`src/rtl/dna_pkg.sv`:
```
// -----------------------------------------------------------------------------
// dna_pkg
// Shared types and constants for the DNA alignment datapath loaders.
//   base_t          2-bit nucleotide code
//   BASE_A..BASE_T  code points: A=00, C=01, G=10, T=11
//   BASES_PER_WORD  bases packed into one 32-bit memory word
//   loader_state_t  sequence loader FSM states
// -----------------------------------------------------------------------------
package dna_pkg;

  typedef logic [1:0] base_t;

  localparam base_t BASE_A = 2'b00;
  localparam base_t BASE_C = 2'b01;
  localparam base_t BASE_G = 2'b10;
  localparam base_t BASE_T = 2'b11;

  localparam int BASES_PER_WORD = 16;

  typedef enum logic [1:0] {
    IDLE,
    RECV,
    FLUSH,
    DONE
  } loader_state_t;

endpackage

```
`src/rtl/base_encoder.sv`:
```
// -----------------------------------------------------------------------------
// base_encoder
// Combinational ASCII nucleotide to 2-bit code converter. Case-insensitive.
// Any character other than A/C/G/T (either case) encodes as BASE_A with
// legal=0, so the caller decides whether to drop or keep it.
//   ch     in   8  ASCII character
//   base   out  2  encoded base
//   legal  out  1  character is one of ACGT/acgt
// -----------------------------------------------------------------------------
module base_encoder
  import dna_pkg::*;
(
  input  logic [7:0] ch,
  output base_t      base,
  output logic       legal
);

  // NOTE: every output gets a default before the case so no path leaves a
  // value unassigned, which would otherwise infer a latch.
  always_comb begin
    base  = BASE_A;
    legal = 1'b1;
    case (ch)
      8'h41, 8'h61: base = BASE_A;
      8'h43, 8'h63: base = BASE_C;
      8'h47, 8'h67: base = BASE_G;
      8'h54, 8'h74: base = BASE_T;
      default:      legal = 1'b0;
    endcase
  end

endmodule

```
`src/rtl/seq_loader.sv`:
```
// -----------------------------------------------------------------------------
// seq_loader
// Streams ASCII nucleotides into the read or reference sequence memory.
// Bases are encoded to 2 bits and packed LSB-first, DATA_WIDTH/2 per word,
// into consecutive word-aligned byte addresses. A final partial word is
// written zero-padded. Bases beyond MEM_SIZE*4 are consumed but dropped.
//
// Optional feature (macro SEQ_LOADER_CHAR_CHECK_EN):
//   defined   - illegal characters are dropped and set err_char
//   undefined - illegal characters are stored as A; err_char stays 0
//
// Ports:
//   clk, rst           clock, asynchronous active-high reset
//   start, sel         begin a load (IDLE only); target 0=read, 1=reference
//   s_valid/s_ready    byte stream handshake
//   s_data, s_last     ASCII base, final base of the sequence
//   we/addw/din_read   read memory write port
//   we/addw/din_ref    reference memory write port
//   busy               load in progress (start acceptance through DONE)
//   done, len_out      completion pulse, stored base count
//   err_overflow       sticky: base dropped for capacity
//   err_char           sticky: illegal character seen
// -----------------------------------------------------------------------------
module seq_loader #(
  parameter int ADDR_WIDTH = 32,
  parameter int DATA_WIDTH = 32,
  parameter int MEM_SIZE   = 512
) (
  input  logic                  clk,
  input  logic                  rst,
  input  logic                  start,
  input  logic                  sel,
  input  logic                  s_valid,
  output logic                  s_ready,
  input  logic [7:0]            s_data,
  input  logic                  s_last,
  output logic                  we_read,
  output logic [ADDR_WIDTH-1:0] addw_read,
  output logic [DATA_WIDTH-1:0] din_read,
  output logic                  we_ref,
  output logic [ADDR_WIDTH-1:0] addw_ref,
  output logic [DATA_WIDTH-1:0] din_ref,
  output logic                  busy,
  output logic                  done,
  output logic [15:0]           len_out,
  output logic                  err_overflow,
  output logic                  err_char
);
  import dna_pkg::*;

  localparam int BPW        = DATA_WIDTH / 2;
  localparam int FILL_W     = $clog2(BPW);
  localparam int CAPACITY   = MEM_SIZE * 4;
  localparam int CNT_W      = $clog2(CAPACITY + 1);
  localparam int WORD_BYTES = DATA_WIDTH / 8;

  loader_state_t         state;
  logic                  sel_q;
  logic [CNT_W-1:0]      count_q;   // stored bases, saturates at CAPACITY
  logic [DATA_WIDTH-1:0] word_q;    // word being assembled
  logic [ADDR_WIDTH-1:0] addw_q;
  logic [DATA_WIDTH-1:0] din_q;

  base_t                 enc_base;
  logic                  base_legal;

  logic                  beat;
  logic                  char_ok;
  logic                  cap_reached;
  logic                  store;
  logic                  do_write;
  logic [FILL_W-1:0]     fill;
  logic [DATA_WIDTH-1:0] new_word;
  logic [DATA_WIDTH-1:0] wdata;
  logic [ADDR_WIDTH-1:0] waddr;

  base_encoder u_enc (
    .ch    (s_data),
    .base  (enc_base),
    .legal (base_legal)
  );

`ifndef SEQ_LOADER_CHAR_CHECK_EN
  logic unused_legal;
  assign unused_legal = base_legal;
`endif

  // Both write ports share one address/data register; only we differs.
  assign addw_read = addw_q;
  assign addw_ref  = addw_q;
  assign din_read  = din_q;
  assign din_ref   = din_q;

  always_comb begin
    // s_ready is high exactly while in RECV, so it qualifies the beat.
    beat        = s_ready && s_valid;
`ifdef SEQ_LOADER_CHAR_CHECK_EN
    char_ok     = base_legal;
`else
    char_ok     = 1'b1;
`endif
    cap_reached = (count_q == CNT_W'(CAPACITY));
    store       = beat && char_ok && !cap_reached;
    fill        = count_q[FILL_W-1:0];
    new_word    = word_q | (DATA_WIDTH'(enc_base) << {fill, 1'b0});
    wdata       = store ? new_word : word_q;
    // Address of the word currently being filled; fill has not wrapped yet.
    waddr       = ADDR_WIDTH'(count_q >> FILL_W) * ADDR_WIDTH'(WORD_BYTES);
    // Write on a completed word, or flush a non-empty word on the last beat.
    // A dropped last beat still flushes whatever is pending.
    do_write    = (store && (fill == FILL_W'(BPW - 1))) ||
                  (beat && s_last && (store || (fill != '0)));
  end

  // NOTE: sequential state uses non-blocking assignments so every register
  // samples the pre-edge values regardless of statement order.
  always_ff @(posedge clk or posedge rst) begin
    if (rst) begin
      state        <= IDLE;
      sel_q        <= 1'b0;
      count_q      <= '0;
      word_q       <= '0;
      addw_q       <= '0;
      din_q        <= '0;
      s_ready      <= 1'b0;
      we_read      <= 1'b0;
      we_ref       <= 1'b0;
      busy         <= 1'b0;
      done         <= 1'b0;
      len_out      <= '0;
      err_overflow <= 1'b0;
      err_char     <= 1'b0;
    end else begin
      we_read <= 1'b0;
      we_ref  <= 1'b0;
      done    <= 1'b0;

      case (state)
        IDLE: begin
          if (start) begin
            sel_q        <= sel;
            count_q      <= '0;
            word_q       <= '0;
            len_out      <= '0;
            err_overflow <= 1'b0;
            err_char     <= 1'b0;
            busy         <= 1'b1;
            s_ready      <= 1'b1;
            state        <= RECV;
          end
        end

        RECV: begin
          if (store) count_q <= count_q + CNT_W'(1);

          if (do_write) begin
            we_read <= !sel_q;
            we_ref  <= sel_q;
            addw_q  <= waddr;
            din_q   <= wdata;
            word_q  <= '0;
          end else if (store) begin
            word_q  <= new_word;
          end

          if (beat && char_ok && cap_reached) err_overflow <= 1'b1;
`ifdef SEQ_LOADER_CHAR_CHECK_EN
          if (beat && !base_legal) err_char <= 1'b1;
`endif

          if (beat && s_last) begin
            s_ready <= 1'b0;
            state   <= FLUSH;
          end
        end

        // The flush write (if any) was registered on the way in and is
        // presented on the memory port during this cycle.
        FLUSH: begin
          done    <= 1'b1;
          len_out <= 16'(count_q);
          state   <= DONE;
        end

        DONE: begin
          busy  <= 1'b0;
          state <= IDLE;
        end

        default: state <= IDLE;
      endcase
    end
  end

endmodule

```
`config.mk`:
```
export PLATFORM = sky130hd
export DESIGN_NAME = seq_loader
export DESIGN_NICKNAME = d
export VERILOG_FILES = /design/src/rtl/dna_pkg.sv /design/src/rtl/base_encoder.sv /design/src/rtl/seq_loader.sv
export SDC_FILE = /design/constraint.sdc
export NUM_CORES = 1
export LEC_CHECK = 0
export ABC_AREA = 1
export BUFFER_PORTS_ARGS = -buffer_cell sky130_fd_sc_hd__buf_2
export CAP_MARGIN = 20
export CORE_ASPECT_RATIO = 0.6
export CORE_MARGIN = 2
export CORE_UTILIZATION = 46
export CTS_CLUSTER_DIAMETER = 150
export DETAILED_ROUTE_END_ITERATION = 10
export PLACE_DENSITY_LB_ADDON = 0.3
export SLEW_MARGIN = 20
export SYNTH_ARGS = -nofsm -noshare
export SYNTH_HDL_FRONTEND = slang
export SYNTH_SLANG_ARGS = --single-unit
```
`constraint.sdc`:
```
create_clock -name clk -period 4.3 [get_ports clk]
set_clock_uncertainty 0.05 [all_clocks]
set_input_delay 0.645 -clock clk [delete_from_list [all_inputs] [get_ports clk]]
set_output_delay 0.645 -clock clk [all_outputs]
set_load 0.02 [all_outputs]
```
==> flow_results.xml <==
<?xml version="1.0" encoding="UTF-8"?>
<metrics>
  <group name="timing">
    <metric name="grt_setup_unrepaired" unit="">false</metric>
    <metric name="achievable-frequency" unit="MHz">380</metric>
    <metric name="final_max_slew_viol_count" unit="">0</metric>
    <metric name="tns" unit="ns">0</metric>
    <metric name="worst_pin_slew" unit="ns">0.596</metric>
    <metric name="slew-limit-headroom" unit="%">60.1</metric>
    <metric name="final_min_period_over_clock_period" unit="%">61.2</metric>
    <metric name="final_period_minus_worst_setup_slack" unit="ns">2.63</metric>
    <metric name="hold_violations" unit="">0</metric>
    <metric name="hold-worst-slack" unit="ns">0.324</metric>
    <metric name="setup_violations" unit="">0</metric>
  </group>
  <group name="clock_network">
    <metric name="root_buffer" unit="">sky130_fd_sc_hd__clkbuf_16</metric>
    <metric name="number_of_clock_buffers_inserted_by_tritoncts" unit="">9</metric>
    <metric name="cts_tree" unit="">yes</metric>
    <metric name="cts.path.max_buffers" unit="">2</metric>
    <metric name="cts_resizes" unit="">0</metric>
    <metric name="clock_insertion_delay_worst_skew" unit="ns">0.35</metric>
    <metric name="post-cts-setup-buffers" unit="">0</metric>
    <metric name="path_clk_slew" unit="ns">0.07</metric>
    <metric name="tritoncts_num_sinks" unit="">105</metric>
    <metric name="cts_htree_levels" unit="">3</metric>
    <metric name="postCtsHoldBufs" unit="">0</metric>
  </group>
  <group name="run_status">
    <metric name="status" unit="">complete, no violations</metric>
  </group>
  <group name="worst_setup_path">
    <metric name="r2r_slack" unit="ns">1.67</metric>
    <metric name="critical_path_arrival" unit="ns">2.80</metric>
    <metric name="timing.setup.critical_path_class" unit="">reg2reg</metric>
    <metric name="end_kind" unit="">flip-flop</metric>
    <metric name="worst_setup_path_start_kind" unit="">flip-flop</metric>
    <metric name="worst-path-max-fanout" unit="">50</metric>
    <metric name="cp_data_required_time" unit="ns">4.47</metric>
  </group>
  <group name="yosys">
    <metric name="combinational_family_with_the_most_area_after_synthesis" unit="">simple AND/OR/NAND/NOR gates</metric>
    <metric name="synth_cell_types" unit="">34</metric>
    <metric name="synth_sequential_area_ratio" unit="%">45.4</metric>
    <metric name="synthMuxAreaShare" unit="%">0</metric>
    <metric name="postSynthCellCount" unit="">690</metric>
    <metric name="netlist.top_cell.by_area" unit="">sky130_fd_sc_hd__dfrtp_1</metric>
    <metric name="adder_cell_area_share_of_the_yosys_netlist" unit="%">1.30</metric>
    <metric name="synth.area.top_cells" unit="">sky130_fd_sc_hd__dfrtp_1 45%, sky130_fd_sc_hd__buf_4 12%, sky130_fd_sc_hd__nand2_1 11%</metric>
    <metric name="synth_seq_cells" unit="">105</metric>
    <metric name="syn-cell-area" unit="um^2">5790</metric>
    <metric name="post_synthesis_share_of_cell_area_spent_on_xor_and_xnor_gates" unit="%">1.21</metric>
    <metric name="post_synth_and_or_nand_nor_area_fraction" unit="%">21.4</metric>
    <metric name="synth_warnings" unit="">0</metric>
    <metric name="synth_compound_area_share" unit="%">11.1</metric>
    <metric name="yosys.area.top_type_share" unit="%">45.4</metric>
    <metric name="synthesis.area_per_instance" unit="um^2">8.39</metric>
  </group>
  <group name="floorplanning">
    <metric name="initial_utilization" unit="%">47.5</metric>
    <metric name="core.rowCount" unit="">31</metric>
    <metric name="design.core.area" unit="um^2">12200</metric>
    <metric name="fp.dieH" unit="um">90.9</metric>
    <metric name="floorplan.die.width" unit="um">149</metric>
    <metric name="ioPinCount" unit="">165</metric>
    <metric name="die_area" unit="um^2">13500</metric>
  </group>
  <group name="pwr">
    <metric name="cellPowerDensity" unit="nW/um^2">487</metric>
    <metric name="clock_power_share" unit="%">28.7</metric>
    <metric name="max-vdd-ir-drop" unit="V">0.000258</metric>
    <metric name="net_switching_share_of_the_total_power" unit="%">39.4</metric>
    <metric name="p_int" unit="mW">1.83</metric>
    <metric name="combPwrFrac" unit="%">32.4</metric>
    <metric name="p_switching" unit="mW">1.19</metric>
    <metric name="sequentialPowerShare" unit="%">39.0</metric>
    <metric name="power.static_leakage" unit="nW">3.41</metric>
  </group>
  <group name="placement">
    <metric name="dp.cells" unit="">904</metric>
    <metric name="routabilityCongestion" unit="">0.941</metric>
    <metric name="numPortBuffers" unit="">110</metric>
    <metric name="dp_hpwl" unit="mm">9.60</metric>
  </group>
  <group name="drt">
    <metric name="drt_pass_1_iters" unit="">5</metric>
    <metric name="dr_total_vias" unit="">4414</metric>
    <metric name="number_of_violations_reported_at_the_end_of_detailed_routing_iteration_0" unit="">286</metric>
    <metric name="drt-vias-per-instance" unit="">4.80</metric>
    <metric name="ant_nets" unit="">0</metric>
    <metric name="routedWlPerCell" unit="um">14.3</metric>
    <metric name="drt-total-wl" unit="mm">13.2</metric>
    <metric name="drcViolationCount" unit="">0</metric>
  </group>
  <group name="layout">
    <metric name="area_growth" unit="%">7.14</metric>
    <metric name="nets" unit="">770</metric>
    <metric name="final_cell_count_no_fill" unit="">920</metric>
    <metric name="num_antenna_cells" unit="">0</metric>
    <metric name="drive_gt1_share" unit="%">21.5</metric>
    <metric name="filler_cell_count" unit="">1196</metric>
  </group>
  <group name="global_routing">
    <metric name="grt_start_max_net_pins" unit="">51</metric>
    <metric name="layer_with_the_highest_usage_after_global_routing" unit="">met1</metric>
    <metric name="grt_antenna_before_repair" unit="">0</metric>
    <metric name="grt-ovfl-total" unit="">0</metric>
    <metric name="grt_usage" unit="%">20.0</metric>
    <metric name="grt.met3_usage" unit="%">4.95</metric>
    <metric name="use_met2" unit="%">25.8</metric>
    <metric name="first_global_vias" unit="">3948</metric>
    <metric name="groute.layer.met1.usage" unit="%">32.7</metric>
    <metric name="global_route_wire_length_before_repair" unit="mm">21.0</metric>
  </group>
  <group name="hold_path">
    <metric name="hold_wc_path_type" unit="">in2async</metric>
  </group>
  <group name="run">
    <metric name="max-cap-violations" unit="">0</metric>
  </group>
</metrics>
[layer usage]
layer	part of all wire (%)	wire, um	vias up
met4	0.66	87	0
li1	-	-	2148
met5	0	0	-
met1	52	6860	2064
met3	8.4	1100	8
met2	39	5110	194
[cells by family (layout without fill, tap and decap cells)]
kind of cell             count (synthesis)  after routing
XOR/XNOR                                 8              8
buffers and inverters                  183            196
other                                    1             53
flip-flops                             105            105
adder cells (fa/ha/maj)                  6              6
AO/OA/AOI/OAI                          101            101
AND/OR/NAND/NOR                        286            286
[final timing paths]
check                           start           end  cells past startpoint
max                        count_q[1]  addw_read[4]                     10
min                               rst    len_out[0]                      2
max reg2reg                count_q[1]  addw_read[4]                     10
min reg2reg                     sel_q       we_read                      1
max in group asynchronous         rst    count_q[1]                      3
min in group clk                sel_q       we_read                      1
[cell type report]
type                       instances  area (um^2)  share of cell area, %
timing repair buffer             112          566                   9.12
inverter                          68          263                   4.24
sequential                       105         2630                   42.4
tap                              165          206                   3.33
multi-input combinational        454         2220                   35.9
clock buffer                      11          233                   3.75
clock inverter                     5         80.1                   1.29
[state kept, by name (all words and copies together), names as in the netlist, 2 cells and up]
register,flops
din_read,32
word_q,32
count_q,12
len_out,12
addw_read,8
state,2
[layout by cell type (no fill, tap or decap), types with 2 or more instances in the layout]
| cell type | instances |
|---|---|
| sky130_fd_sc_hd__nand2_1 | 168 |
| sky130_fd_sc_hd__buf_2 | 110 |
| sky130_fd_sc_hd__dfrtp_1 | 105 |
| sky130_fd_sc_hd__inv_1 | 61 |
| sky130_fd_sc_hd__conb_1 | 53 |
| sky130_fd_sc_hd__nor2_1 | 51 |
| sky130_fd_sc_hd__o21ai_0 | 44 |
| sky130_fd_sc_hd__nand3_1 | 32 |
| sky130_fd_sc_hd__o21ai_2 | 19 |
| sky130_fd_sc_hd__o21ai_1 | 11 |
| sky130_fd_sc_hd__a21oi_1 | 10 |
| sky130_fd_sc_hd__clkbuf_16 | 9 |
| sky130_fd_sc_hd__nor3_1 | 8 |
| sky130_fd_sc_hd__nand4_1 | 8 |
| sky130_fd_sc_hd__o21bai_1 | 8 |
| sky130_fd_sc_hd__and2_1 | 8 |
| sky130_fd_sc_hd__o21a_1 | 7 |
| sky130_fd_sc_hd__xor2_1 | 7 |
| sky130_fd_sc_hd__ha_1 | 6 |
| sky130_fd_sc_hd__inv_4 | 3 |
| sky130_fd_sc_hd__nand3_2 | 3 |
| sky130_fd_sc_hd__nor2_2 | 2 |
| sky130_fd_sc_hd__inv_2 | 2 |
| sky130_fd_sc_hd__nand2_4 | 2 |
| sky130_fd_sc_hd__clkinv_1 | 2 |
| sky130_fd_sc_hd__clkinvlp_4 | 2 |
| sky130_fd_sc_hd__clkbuf_1 | 2 |
| sky130_fd_sc_hd__bufinv_16 | 2 |
| sky130_fd_sc_hd__buf_4 | 2 |
[worst max-delay path, cell delays in order, from the launching register on]
cell	delay (ns)
sky130_fd_sc_hd__dfrtp_1	0.51
sky130_fd_sc_hd__clkinv_1	0.30
sky130_fd_sc_hd__ha_1	0.28
sky130_fd_sc_hd__nand3_2	0.13
sky130_fd_sc_hd__nor2_2	0.06
sky130_fd_sc_hd__nand2_2	0.12
sky130_fd_sc_hd__nand3_4	0.12
sky130_fd_sc_hd__nor2_8	0.37
sky130_fd_sc_hd__inv_4	0.32
sky130_fd_sc_hd__nand2_1	0.15
sky130_fd_sc_hd__o21ai_2	0.06
[power groups by stage]
stage	Sequential, mW	Clock [mW]	Combinational, mW
floorplan	1.26	0	0.762
global placement	1.19	0	0.954
detailed placement	1.20	0	0.973
CTS	1.18	0.887	0.978
global route	1.19	0.927	1.07
finish	1.18	0.866	0.978
[cell usage after synthesis]
cell	instances
sky130_fd_sc_hd__a21oi_4	1
sky130_fd_sc_hd__xnor2_1	1
sky130_fd_sc_hd__o21a_1	7
sky130_fd_sc_hd__buf_4	96
sky130_fd_sc_hd__nand3_1	32
sky130_fd_sc_hd__o21ai_1	11
sky130_fd_sc_hd__buf_2	2
sky130_fd_sc_hd__dfrtp_1	105
sky130_fd_sc_hd__o21ai_0	44
sky130_fd_sc_hd__xor2_1	7
sky130_fd_sc_hd__o31ai_4	1
sky130_fd_sc_hd__nor2_1	51
sky130_fd_sc_hd__and2_1	8
sky130_fd_sc_hd__o21bai_1	8
sky130_fd_sc_hd__conb_1	1
sky130_fd_sc_hd__nor3_1	8
sky130_fd_sc_hd__nor2_2	2
sky130_fd_sc_hd__nand2_4	2
sky130_fd_sc_hd__nand2_1	168
sky130_fd_sc_hd__ha_1	6
sky130_fd_sc_hd__nor2_8	1
sky130_fd_sc_hd__nand2_2	1
sky130_fd_sc_hd__clkbuf_1	7
sky130_fd_sc_hd__nand3_2	3
sky130_fd_sc_hd__inv_2	2
sky130_fd_sc_hd__a21oi_1	10
sky130_fd_sc_hd__inv_1	62
sky130_fd_sc_hd__clkinv_1	2
sky130_fd_sc_hd__inv_4	2
sky130_fd_sc_hd__o21ai_2	19
sky130_fd_sc_hd__nand4_1	8
sky130_fd_sc_hd__nand3_4	1
sky130_fd_sc_hd__nor3b_1	1
sky130_fd_sc_hd__buf_6	10
[stage by stage]
step / power [mW] / util (%) / instance area, um^2 / setup slack (ns)
finish: 3.02 / 50.9 / 6200 / 1.67
global route: 3.19 / 50.9 / 6200 / 1.37
CTS: 3.04 / 50.9 / 6200 / 1.65
detailed placement: 2.17 / 48.3 / 5890 / 1.66
global placement: 2.14 / 48.3 / 5890 / 1.70
floorplan: 2.02 / - / 5980 / 0.844
No activity file was read; power rests on OpenSTA's default activity.
